### src/rtl/washer_panel.sv
// rtl/washer_panel.sv - washer control panel input conditioning: sync, debounce, press pulses, click auto-repeat
// Four raw contacts in, two debounced levels and two press pulses out.

module washer_panel_debounce #(
    parameter int DEBOUNCE_CYCLES = 20
) (
    input  logic clk,
    input  logic rst_n,
    input  logic sample_i,
    output logic level_o,
    output logic level_next_o
);
    localparam int CW = $clog2(DEBOUNCE_CYCLES + 1);
    localparam logic [CW-1:0] CNT_MAX = CW'(DEBOUNCE_CYCLES);

    typedef enum logic [1:0] {
        STABLE_LOW,
        WAIT_HIGH,
        STABLE_HIGH,
        WAIT_LOW
    } state_t;

    state_t        state_q, state_d;
    logic [CW-1:0] cnt_q, cnt_d;
    logic [CW-1:0] cnt_inc;
    logic          level_q, level_d;

    assign cnt_inc = (cnt_q == CNT_MAX) ? cnt_q : cnt_q + 1'b1;

    always_ff @(posedge clk or negedge rst_n) begin
        if (!rst_n) begin
            state_q <= STABLE_LOW;
            cnt_q   <= '0;
            level_q <= 1'b0;
        end else begin
            state_q <= state_d;
            cnt_q   <= cnt_d;
            level_q <= level_d;
        end
    end

    // The accepting edge is the one on which the count reaches DEBOUNCE_CYCLES.
    always_comb begin
        state_d = state_q;
        cnt_d   = cnt_q;
        level_d = level_q;
        case (state_q)
            STABLE_LOW: begin
                if (sample_i) begin
                    state_d = WAIT_HIGH;
                    cnt_d   = '0;
                end
            end
            WAIT_HIGH: begin
                if (!sample_i) begin
                    state_d = STABLE_LOW;
                    cnt_d   = '0;
                end else begin
                    cnt_d = cnt_inc;
                    if (cnt_inc == CNT_MAX) begin
                        state_d = STABLE_HIGH;
                        level_d = 1'b1;
                    end
                end
            end
            STABLE_HIGH: begin
                if (!sample_i) begin
                    state_d = WAIT_LOW;
                    cnt_d   = '0;
                end
            end
            WAIT_LOW: begin
                if (sample_i) begin
                    state_d = STABLE_HIGH;
                    cnt_d   = '0;
                end else begin
                    cnt_d = cnt_inc;
                    if (cnt_inc == CNT_MAX) begin
                        state_d = STABLE_LOW;
                        level_d = 1'b0;
                    end
                end
            end
            default: begin
                state_d = STABLE_LOW;
                cnt_d   = '0;
                level_d = 1'b0;
            end
        endcase
    end

    assign level_o      = level_q;
    assign level_next_o = level_d;
endmodule

module washer_panel #(
    parameter int DEBOUNCE_CYCLES = 20,
    parameter int REPEAT_DELAY    = 200,
    parameter int REPEAT_PERIOD   = 50
) (
    input  logic clk,
    input  logic in_resetBtn,
    input  logic raw_runBtn,
    input  logic raw_WaterBtn,
    input  logic raw_openBtn,
    input  logic raw_click,
    output logic in_runBtn,
    output logic in_openBtn,
    output logic in_WaterBtn,
    output logic in_click
);
    localparam int RW = $clog2(REPEAT_DELAY + 1);
    localparam logic [RW-1:0] RPT_HIT    = RW'(REPEAT_DELAY);
    localparam logic [RW-1:0] RPT_RELOAD = RW'(REPEAT_DELAY - REPEAT_PERIOD);

    // Channel order: 0 run, 1 water, 2 open, 3 click.
    logic [3:0] raw_vec;
    logic [3:0] sync1_q, sync2_q;
    logic [3:0] level_q, level_d;

    logic          water_pulse_q, water_pulse_d;
    logic          click_pulse_q, click_pulse_d;
    logic [RW-1:0] rpt_q, rpt_d;
    logic [RW-1:0] rpt_inc;

    assign raw_vec = {raw_click, raw_openBtn, raw_WaterBtn, raw_runBtn};

    always_ff @(posedge clk or negedge in_resetBtn) begin
        if (!in_resetBtn) begin
            sync1_q <= '0;
            sync2_q <= '0;
        end else begin
            sync1_q <= raw_vec;
            sync2_q <= sync1_q;
        end
    end

    for (genvar i = 0; i < 4; i++) begin : g_chan
        washer_panel_debounce #(
            .DEBOUNCE_CYCLES(DEBOUNCE_CYCLES)
        ) u_deb (
            .clk         (clk),
            .rst_n       (in_resetBtn),
            .sample_i    (sync2_q[i]),
            .level_o     (level_q[i]),
            .level_next_o(level_d[i])
        );
    end

    assign rpt_inc = (rpt_q == RPT_HIT) ? rpt_q : rpt_q + 1'b1;

    // Pulses are registered on the same edge the debounced level rises.
    // A repeat due on the release edge is dropped because level_d is already 0.
    always_comb begin
        water_pulse_d = level_d[1] & ~level_q[1];
        click_pulse_d = 1'b0;
        rpt_d         = '0;
        if (level_d[3] && !level_q[3]) begin
            click_pulse_d = 1'b1;
        end else if (level_d[3]) begin
            if (rpt_inc == RPT_HIT) begin
                click_pulse_d = 1'b1;
                rpt_d         = RPT_RELOAD;
            end else begin
                rpt_d = rpt_inc;
            end
        end
    end

    always_ff @(posedge clk or negedge in_resetBtn) begin
        if (!in_resetBtn) begin
            water_pulse_q <= 1'b0;
            click_pulse_q <= 1'b0;
            rpt_q         <= '0;
        end else begin
            water_pulse_q <= water_pulse_d;
            click_pulse_q <= click_pulse_d;
            rpt_q         <= rpt_d;
        end
    end

    assign in_runBtn   = level_q[0];
    assign in_openBtn  = level_q[2];
    assign in_WaterBtn = water_pulse_q;
    assign in_click    = click_pulse_q;
endmodule

### config.mk
export PLATFORM = sky130hd
export DESIGN_NAME = washer_panel
export DESIGN_NICKNAME = d
export VERILOG_FILES = /design/src/rtl/washer_panel.sv
export SDC_FILE = /design/constraint.sdc
export NUM_CORES = 1
export LEC_CHECK = 0
export BUFFER_PORTS_ARGS = -buffer_cell sky130_fd_sc_hd__buf_2
export CAP_MARGIN = 20
export CORE_MARGIN = 5
export CORE_UTILIZATION = 65
export CTS_CLUSTER_DIAMETER = 30
export DETAILED_ROUTE_END_ITERATION = 16
export PLACE_DENSITY = 0.83
export SKIP_LAST_GASP = 1
export SLEW_MARGIN = 30
export SYNTH_ARGS = -nofsm -noshare
export SYNTH_HDL_FRONTEND = slang
export SYNTH_SLANG_ARGS = --single-unit
### constraint.sdc
create_clock -name clk -period 4.7 [get_ports clk]
set_input_delay 0.235 -clock clk [delete_from_list [all_inputs] [get_ports clk]]
set_output_delay 0.235 -clock clk [all_outputs]
set_load 0.1 [all_outputs]
==> results.cfg, run 1 <==
[run_status]
status = complete, no violations

[critical_path]
crit_type = flop to flop
worstPathCellList = inv_1, ha_1, nor2b_1, o211ai_1, o41ai_4, or2_1, o32ai_1
arrival_ps = 2280
startpoint_type = flop
path_depth = 7
cp_slowest_stage_delay_ps = 610
path_buf_inv = 1
reg2reg_depth = 7
critical-path-top-delay-family = compound AO/OA/AOI/OAI gates
crit_path_end_kind = flop
cp_slowest_cell = o41ai_4
worst_ep_required_time_ps = 4880
path_max_fanout = 8

[global_route]
first_global_vias = 1987
grt_pass1_wl_um = 9030
antenna_found_initial = 0
grt_max_degree = 51
overflow = 0
track_usage_pct = 20.9

[logic_synthesis]
synth_top_area_share_pct = 46.1
synth-edff-count = 0
synthCells = 279
synth-seq-cells = 50
synthTopCellsByCount = dfrtp_1 (50), nand2_1 (29), inv_1 (24), o21ai_0 (24), nor2_1 (17)
yosysUniqueCellTypes = 53
ys_seq_area_share_pct = 46.1
synthArstFlopShare_pct = 100
ys_top_cells_by_area = dfrtp_1 (46%), ha_1 (4.6%), o21ai_0 (4.4%)
netlist_area_um2 = 2710
synth-main-ff-cell = dfrtp_1
ys_warn_count = 0
synth.most_common_cell = dfrtp_1
syn-mean-instance-area_um2 = 9.72
synth_largest_area_cell = dfrtp_1
syn_nets = 295

[sta]
rsz0062_at_grt = no
final-hold-violation-count = 0
worstMarginPinSlew_ps = 640
tns_ps = 0
setup_ws_ps = 2600
setup_viol = 0
final_max_slew_viol_count = 0
finalCritPeriodShare_pct = 44.6
max_freq_mhz = 477
finalCriticalPeriod_ps = 2100
clock-skew-final_ps = 9.89
relSlewSlack_pct = 57.0

[min_path]
hold_path.class = input pin to flop
holdPathStages = 1

[cts]
numCtsBuffers = 5
ctsHtreeMaxLevel = 2
root_buffer = clkbuf_8
clock_latency_ps = 300
clk_pin_slew_ps = 90
cts.path.max_buffers = 2
cts_resized = 0
cts_setup_buffers = 0
clock-sinks = 50
cts_tree = built
ctsHoldBuffers = 1

[cells_and_area]
antenna_cells = 0
nets = 308
fin_util_pct = 72.0
areaGrowthSynthToFinish_pct = 7.01
fillers = 297
drive_gt1_share_pct = 9.90

[floorplanning]
die_height_um = 74.6
dieWidth_um = 74.6
initial_core_util_pct = 67.3
rows = 23
coreArea_um2 = 4030
ios = 10
die-area_um2 = 5560

[route]
wl_um = 5040
vias = 2068
wl_per_cell_um = 14.7
ant_nets = 0
drt-initial-drc-count = 176
drc = 0
routed_via_density = 6.03
drt_first_pass_iters = 4

[pwr]
cellPowerDensity_nw_per_um2 = 261
ir_drop_mv = 0.184
p_leak_nw = 1.26

[placement]
pre_cts_ws_ps = 2630
gp_congestion = 0.875
io_buffer_count = 9
dp_hpwl_um = 3680

[flow_run]
cap_viol_max_count = 0
-- power breakdown --
group	leakage, nW	internal, mW	switching (mW)
registers	0.665	0.441	0.0152
clock network	0.0458	0.108	0.139
logic	0.549	0.0197	0.0347
-- final cells by class --
| class | count | area (µm²) | share of cell area (%) |
|---|---|---|---|
| timing repair buffer | 10 | 57.6 | 1.98 |
| sequential | 50 | 1250 | 43.1 |
| multi-input combinational | 201 | 1350 | 46.5 |
| clock buffer | 6 | 72.6 | 2.50 |
| tap | 50 | 62.6 | 2.16 |
| clock inverter | 2 | 17.5 | 0.604 |
| inverter | 24 | 90.1 | 3.10 |
-- logic make-up after synthesis --
| logic type | after synthesis | synth area share (%) |
|---|---|---|
| multiplexers | 3 | 1.38 |
| AND/OR/NAND/NOR | 97 | 19.5 |
| XOR/XNOR | 14 | 4.52 |
| flip-flops | 50 | 46.1 |
| adder cells (fa/ha/maj) | 10 | 4.61 |
| buffers and inverters | 28 | 4.06 |
| AO/OA/AOI/OAI | 77 | 19.8 |
-- worst register-to-register path, stage by stage, from the launching register on --
cell	delay [ps]
dfrtp_1	420
inv_1	110
ha_1	200
nor2b_1	180
o211ai_1	190
o41ai_4	610
or2_1	190
o32ai_1	70
-- metrics by stage --
step | hold slack [ps] | power, mW | area, µm² | instances
finish | 35.3 | 0.758 | 2900 | 343
global route | 22.6 | 0.796 | 2900 | 343
CTS | 25.5 | 0.764 | 2900 | 343
detailed placement | 284 | 0.518 | 2800 | 334
global placement | 333 | 0.515 | 2800 | 334
floorplan | -60.6 | 0.496 | 2710 | 279
-- layout by cell type, fill, tap and decap left out, types with 2 or more instances in the layout --
master | netlist | routed
nand3b_1 | 2 | 2
inv_1 | 24 | 24
a211oi_1 | 2 | 2
xnor2_1 | 3 | 3
nor2b_1 | 5 | 5
mux2_2 | 2 | 2
ha_1 | 10 | 10
and4_1 | 2 | 2
nand4b_1 | 4 | 4
o32ai_1 | 3 | 3
o22ai_1 | 5 | 5
buf_2 | 0 | 8
a21boi_0 | 4 | 4
and3_1 | 2 | 2
a21oi_1 | 15 | 15
nor2_1 | 17 | 17
a21o_1 | 3 | 3
nor3_1 | 3 | 3
o211ai_1 | 7 | 7
dfrtp_1 | 50 | 50
o21ai_0 | 24 | 24
nor3b_1 | 2 | 2
nand3_1 | 14 | 14
and4bb_2 | 2 | 2
clkbuf_8 | 0 | 5
o31ai_1 | 2 | 2
nand2b_1 | 4 | 4
and2_1 | 2 | 2
xor2_1 | 11 | 11
nand2_1 | 29 | 29
-- flip-flops by register name, indices dropped and copies added, names as in the netlist, named ones only --
register	flops
g_chan.u_deb.level_o	4
rpt_q	8
g_chan.u_deb.cnt_q	20
sync2_q	4
g_chan.u_deb.state_q	4
sync1_q	4
in_WaterBtn	1
in_click	1
-- worst paths after layout --
| kind | end | from | slack [ps] |
|---|---|---|---|
| max | in_click$_DFF_PN0_ | g_chan[3].u_deb.cnt_q[0]$_DFFE_PN0P_ | 2600 |
| min | sync1_q[2]$_DFF_PN0_ | raw_openBtn | 40 |
| max reg2reg | in_click$_DFF_PN0_ | g_chan[3].u_deb.cnt_q[0]$_DFFE_PN0P_ | 2600 |
| min reg2reg | sync2_q[0]$_DFF_PN0_ | sync1_q[0]$_DFF_PN0_ | 360 |
| max in group asynchronous | g_chan[2].u_deb.cnt_q[2]$_DFFE_PN0P_ | in_resetBtn | 3820 |
| min in group asynchronous | g_chan[2].u_deb.level_o$_DFFE_PN0P_ | in_resetBtn | 470 |
-- per-layer routing --
layer | track usage (%) | up-vias | part of all wire (%)
met5 | 0 | - | 0
met4 | 5.73 | 0 | 0.79
met3 | 3.78 | 6 | 4.0
met2 | 32.1 | 53 | 47
met1 | 30.6 | 988 | 49
li1 | - | 1021 | -
Power figures use the tool's default switching activity.
==> inputs of run 2 (changes only) <==
CORE_UTILIZATION = 55   (was 65)
PLACE_DENSITY = 0.75   (was 0.83)
clock period = 1.8 ns   (was 4.7 ns; I/O delays follow)
==> results.cfg, run 2 (same netlist as run 1, synthesis figures left out) <==
[cts]
clock_latency_ps = 300
cts.path.max_buffers = 2
cts_tree = built
clk_pin_slew_ps = 80
root_buffer = clkbuf_8
clock-sinks = 50
ctsHtreeMaxLevel = 2
numCtsBuffers = 5

[critical_path]
arrival_ps = 2150
crit_path_end_kind = flop
crit_type = flop to flop
path_max_fanout = 7
r2r_end = rpt_q[6]$_DFF_PN0_
timing.rr.start = rpt_q[0]$_DFF_PN0_
worst_ep_required_time_ps = 1990
reg2reg_depth = 6
rrSetupSlack_ps = -160
startpoint_type = flop

[cells_and_area]
layout_common_cells = dfrtp_1 (49), nand2_1 (28), buf_4 (26), inv_1 (19), o21ai_0 (18)
antenna_cells = 0
final_common_cell = dfrtp_1
drive_gt1_share_pct = 27.4
largest_reg_flops = 20
largest-register = g_chan.u_deb.cnt_q
reg_top3 = g_chan.u_deb.cnt_q (20), rpt_q (8)
areaGrowthSynthToFinish_pct = 25.1
fillers = 345
nets = 340
fin_util_pct = 71.3

[sta]
relSlewSlack_pct = 59.8
final_max_slew_viol_count = 0
final-hold-violation-count = 0
setup_ws_ps = -159
worstMarginPinSlew_ps = 603
max_freq_mhz = 510
finalCriticalPeriod_ps = 1960
setup_viol = 11
finalCritPeriodShare_pct = 109
rsz0062_at_grt = yes
clock-skew-final_ps = 5.36

[placement]
dp_hpwl_um = 3620
gp_congestion = 0.859
pre_cts_ws_ps = -51.2
io_buffer_count = 9

[global_route]
overflow = 0
grt.busiest_layer = met2
met1_usage_pct = 25.1
grt_use_met2_pct = 32.0
grt_use_met3_pct = 3.92
grt_pass1_wl_um = 9980
grt_max_degree = 51
track_usage_pct = 19.5
first_global_vias = 2240
antenna_found_initial = 0

[route]
routed_via_density = 5.82
drt-initial-drc-count = 108
wl_um = 5650
drc = 0
drt_first_pass_iters = 4
ant_nets = 0
wl_per_cell_um = 14.4
vias = 2283

[pwr]
pwr-share-clk_pct = 40.2
p_leak_nw = 1.47
pwr-share-comb_pct = 10.1
power_mw = 2.37
internal-power_mw = 1.85
switching_share_pct = 21.7
power_frac_seq_pct = 49.7
cellPowerDensity_nw_per_um2 = 698
ir_drop_mv = 0.541
switchingPower_mw = 0.515

[floorplanning]
initial_core_util_pct = 57.0
rows = 25
die-area_um2 = 6430
ios = 10
die_height_um = 80.2
dieWidth_um = 80.2
coreArea_um2 = 4750

[run_status]
violations = negative setup slack
status = complete, but fails checks

[min_path]
hold_path.class = flop to flop
hp-start = sync1_q[0]$_DFF_PN0_
holdPathStages = 0
min_to = sync2_q[0]$_DFF_PN0_

[flow_run]
cap_viol_max_count = 0
-- run 2: worst max-delay path by stage --
stage	start	end	slack (ps)
6_report	rpt_q[0]$_DFF_PN0_	rpt_q[6]$_DFF_PN0_	-160
3_3_place_gp	rpt_q[1]$_DFF_PN0_	rpt_q[6]$_DFF_PN0_	-30
4_1_cts	g_chan[1].u_deb.cnt_q[0]$_DFFE_PN0P_	flop	-50
2_1_floorplan	g_chan[1].u_deb.cnt_q[0]$_DFFE_PN0P_	g_chan[1].u_deb.level_o$_DFF_PN0_	-20
5_1_grt	rpt_q[0]$_DFF_PN0_	rpt_q[6]$_DFF_PN0_	-290
3_5_place_dp	g_chan[3].u_deb.cnt_q[0]$_DFFE_PN0P_	in_click$_DFF_PN0_	-50
-- run 2: metal layers --
layer  part of all wire (%)  vias up
li1                       -     1089
met1                     45     1111
met2                     47       63
met3                    4.5       20
met4                    2.9        0
met5                      0        -
-- run 2: power groups by stage --
stage                     combinational (mW)  sequential (mW)  clock [mW]
after global placement                 0.178             1.19           0
after detailed placement               0.183             1.20           0
final                                  0.238             1.18       0.953
after global routing                   0.270             1.18        1.03
after CTS                              0.201             1.17       0.986
after floorplan                       0.0965             1.20           0
-- run 2: metrics by stage --
step | hold slack (ps) | TNS [ps] | std cells | instance area, µm²
6_report | 357 | -362 | 392 | 3390
5_1_grt | 377 | -1750 | 392 | 3390
4_1_cts | 359 | -236 | 388 | 3230
3_5_place_dp | 200 | -222 | 372 | 2980
3_3_place_gp | 199 | -36.5 | 372 | 2980
2_1_floorplan | -206 | -39.0 | 279 | 2720
-- run 2: area by class of cell --
cell class / instances / area [µm²] / share of cell area, %
multi-input cells: 201 / 1510 / 44.5
flip-flops and latches: 50 / 1250 / 36.9
repair buffers: 42 / 313 / 9.22
inverters: 24 / 90.1 / 2.66
well taps: 67 / 83.8 / 2.47
clock buffers: 6 / 82.6 / 2.43
clock inverters: 2 / 60.1 / 1.77
-- run 2: worst max-delay path: stages, from the launching register on --
cell      delay [ps]
dfrtp_1          390
buf_4            170
nand2_1           70
or3_1            380
and4_2           260
o211ai_4         250
nor3b_1          320
-- run 2: what timing repair did --
item	CTS	global route
hold endpoints to repair	54	0
pin swaps	5	10
setup buffers	3	4
hold buffers	5	0
gates resized for setup	10	36
setup endpoints to repair	13	19
==> inputs of run 3 (changes only) <==
ABC_AREA = 1   (was default)
==> results.cfg, run 3 <==
[min_path]
hold_path.class = input pin to asynchronous set/reset pin

[floorplanning]
coreArea_um2 = 4440
dieWidth_um = 78.4
rows = 24
ios = 10
die-area_um2 = 6140
die_height_um = 78.4
initial_core_util_pct = 57.9

[logic_synthesis]
netlist_area_um2 = 2570
synth.most_common_cell = nand2_1
ys_seq_area_share_pct = 48.6
synthCells = 305
ys_top_cells_by_area = dfrtp_1 (49%), nand2_1 (9.6%), inv_1 (6.6%)
synthArstFlopShare_pct = 100
synth-edff-count = 0
syn-mean-instance-area_um2 = 8.43
ys_warn_count = 0
synth_largest_area_cell = dfrtp_1
synth_top_area_share_pct = 48.6
synthTopCellsByCount = nand2_1 (66), dfrtp_1 (50), inv_1 (45)
synth-seq-cells = 50
syn_nets = 321
synth-main-ff-cell = dfrtp_1
yosysUniqueCellTypes = 29

[route]
drc = 0
wl_um = 4420
drt-initial-drc-count = 135
vias = 1974
routed_via_density = 5.14
wl_per_cell_um = 11.5
ant_nets = 0
drt_first_pass_iters = 4

[critical_path]
reg2reg_depth = 9
worstPathCellList = inv_2, ha_4, nand4_1, xor2_1, nand2_1, nor2_2, nand2_2, o21ai_4, nor2_2
timing.rr.start = g_chan[3].u_deb.cnt_q[0]$_DFFE_PN0P_
path_buf_inv = 1
critical-path-top-delay-family = simple AND/OR/NAND/NOR gates
cp_slowest_stage_delay_ps = 410
startpoint_type = flop
r2r_end = rpt_q[0]$_DFF_PN0_
startpoint = g_chan[3].u_deb.cnt_q[0]$_DFFE_PN0P_
cp_slowest_cell = dfrtp_1
arrival_ps = 1970
crit_type = flop to flop
path_common_cell = nor2_2
worst_ep_required_time_ps = 1980
critPathCapture = rpt_q[0]$_DFF_PN0_
path_max_fanout = 8
rrSetupSlack_ps = 9
crit_path_end_kind = flop
path_depth = 9

[sta]
final_max_slew_viol_count = 0
tns_ps = 0
setup_viol = 0
clock-skew-final_ps = 7.13
final-hold-violation-count = 0
rsz0062_at_grt = yes
finalCritPeriodShare_pct = 99.5
finalCriticalPeriod_ps = 1790
relSlewSlack_pct = 66.4
max_freq_mhz = 558
worstMarginPinSlew_ps = 503

[flow_run]
cap_viol_max_count = 0

[cts]
ctsHtreeMaxLevel = 2
numCtsBuffers = 5
cts.path.max_buffers = 2
cts_tree = built
clock_latency_ps = 300
clk_pin_slew_ps = 80
root_buffer = clkbuf_8
clock-sinks = 50

[placement]
io_buffer_count = 9
dp_hpwl_um = 3110
placed_cells = 365
gp_congestion = 0.919

[cells_and_area]
largest_reg_flops = 20
largest-register = g_chan.u_deb.cnt_q
reg_top3 = g_chan.u_deb.cnt_q (20), rpt_q (8)
areaGrowthSynthToFinish_pct = 13.8
instances_no_fill = 384
layout_common_cells = nand2_1 (64), dfrtp_1 (50), inv_1 (43), nor2_1 (25), nand3_1 (21)
nets = 347
final_common_cell = nand2_1
antenna_cells = 0
drive_gt1_share_pct = 12.7
fillers = 385
fin_util_pct = 65.9

[global_route]
grt_max_degree = 30
overflow = 0
track_usage_pct = 15.7
antenna_found_initial = 0
grt_pass1_wl_um = 7850
first_global_vias = 1864

[run_status]
status = complete, no violations

[pwr]
p_leak_nw = 1.40
ir_drop_mv = 0.885
cellPowerDensity_nw_per_um2 = 1150
## run 3: changes by cell type after synthesis, moves of 4 or more
cell,previous run,this run
inv_1,24,45
nor2_1,17,27
o211ai_1,7,0
nand2b_1,4,0
o22ai_1,5,10
nor2b_1,5,0
nand4b_1,4,0
o21ai_0,24,17
nand3_1,14,22
a21oi_1,15,7
nand2_1,29,66
## run 3: where the power goes
| group | switching [mW] | internal, mW | leakage, nW | total (mW) |
|---|---|---|---|---|
| clock network | 0.341 | 0.416 | 0.0524 | 0.757 |
| logic | 0.670 | 0.402 | 0.689 | 1.07 |
| registers | 0.214 | 1.32 | 0.655 | 1.54 |
## run 3: layout make-up
| cell class | count | area [µm²] | area share [%] |
|---|---|---|---|
| sequential | 50 | 1250 | 42.7 |
| clock buffer | 7 | 76.3 | 2.61 |
| tap | 52 | 65.1 | 2.22 |
| clock inverter | 1 | 30.0 | 1.03 |
| inverter | 45 | 169 | 5.77 |
| multi-input combinational | 208 | 1180 | 40.2 |
| timing repair buffer | 21 | 160 | 5.47 |
## run 3: metrics by stage
stage / instance area, µm² / hold slack [ps] / power (mW) / setup WS (ps)
final: 2930 / 290 / 3.37 / 8.51
after global routing: 2930 / 348 / 3.65 / -117
after CTS: 2850 / 299 / 3.29 / 23.4
after detailed placement: 2690 / 91.8 / 2.50 / 43.2
after global placement: 2690 / 88.3 / 2.47 / 79.6
after floorplan: 2570 / -206 / 2.29 / 200
## run 3: metal layers
| metal | track usage (%) | wire length, µm | up-vias |
|---|---|---|---|
| met4 | 5.24 | 93 | 0 |
| met1 | 21.2 | 2110 | 904 |
| met5 | 0 | 0 | - |
| met3 | 3.78 | 138 | 8 |
| met2 | 25.2 | 2080 | 33 |
| li1 | - | - | 1029 |
## run 3: how the worst min path moves through the flow
stage,startpoint,end,depth (start not counted)
floorplan,in_resetBtn,asynchronous set/reset pin,0
global placement,in_resetBtn,asynchronous set/reset pin,1
detailed placement,in_resetBtn,asynchronous set/reset pin,1
CTS,in_resetBtn,g_chan[3].u_deb.cnt_q[4]$_DFFE_PN0P_,2
global route,in_resetBtn,rpt_q[4]$_DFF_PN0_,2
finish,in_resetBtn,asynchronous set/reset pin,2
## run 3: logic make-up (layout without fill, tap and decap cells)
| kind of cell | count (synthesis) | in the layout | share of synthesized area (%) |
|---|---|---|---|
| compound gates | 45 | 45 | 10.6 |
| xor+xnor | 15 | 15 | 5.11 |
| fa+ha+maj | 10 | 10 | 4.86 |
| buf+inv | 47 | 74 | 6.91 |
| flops | 50 | 50 | 48.6 |
| simple gates | 138 | 138 | 23.9 |
## run 3: repair_timing
action,CTS,global route
gates resized for setup,0,13
buffers inserted,0,6
setup endpoints to repair,0,17
hold endpoints to repair,25,0
hold buffers,5,0
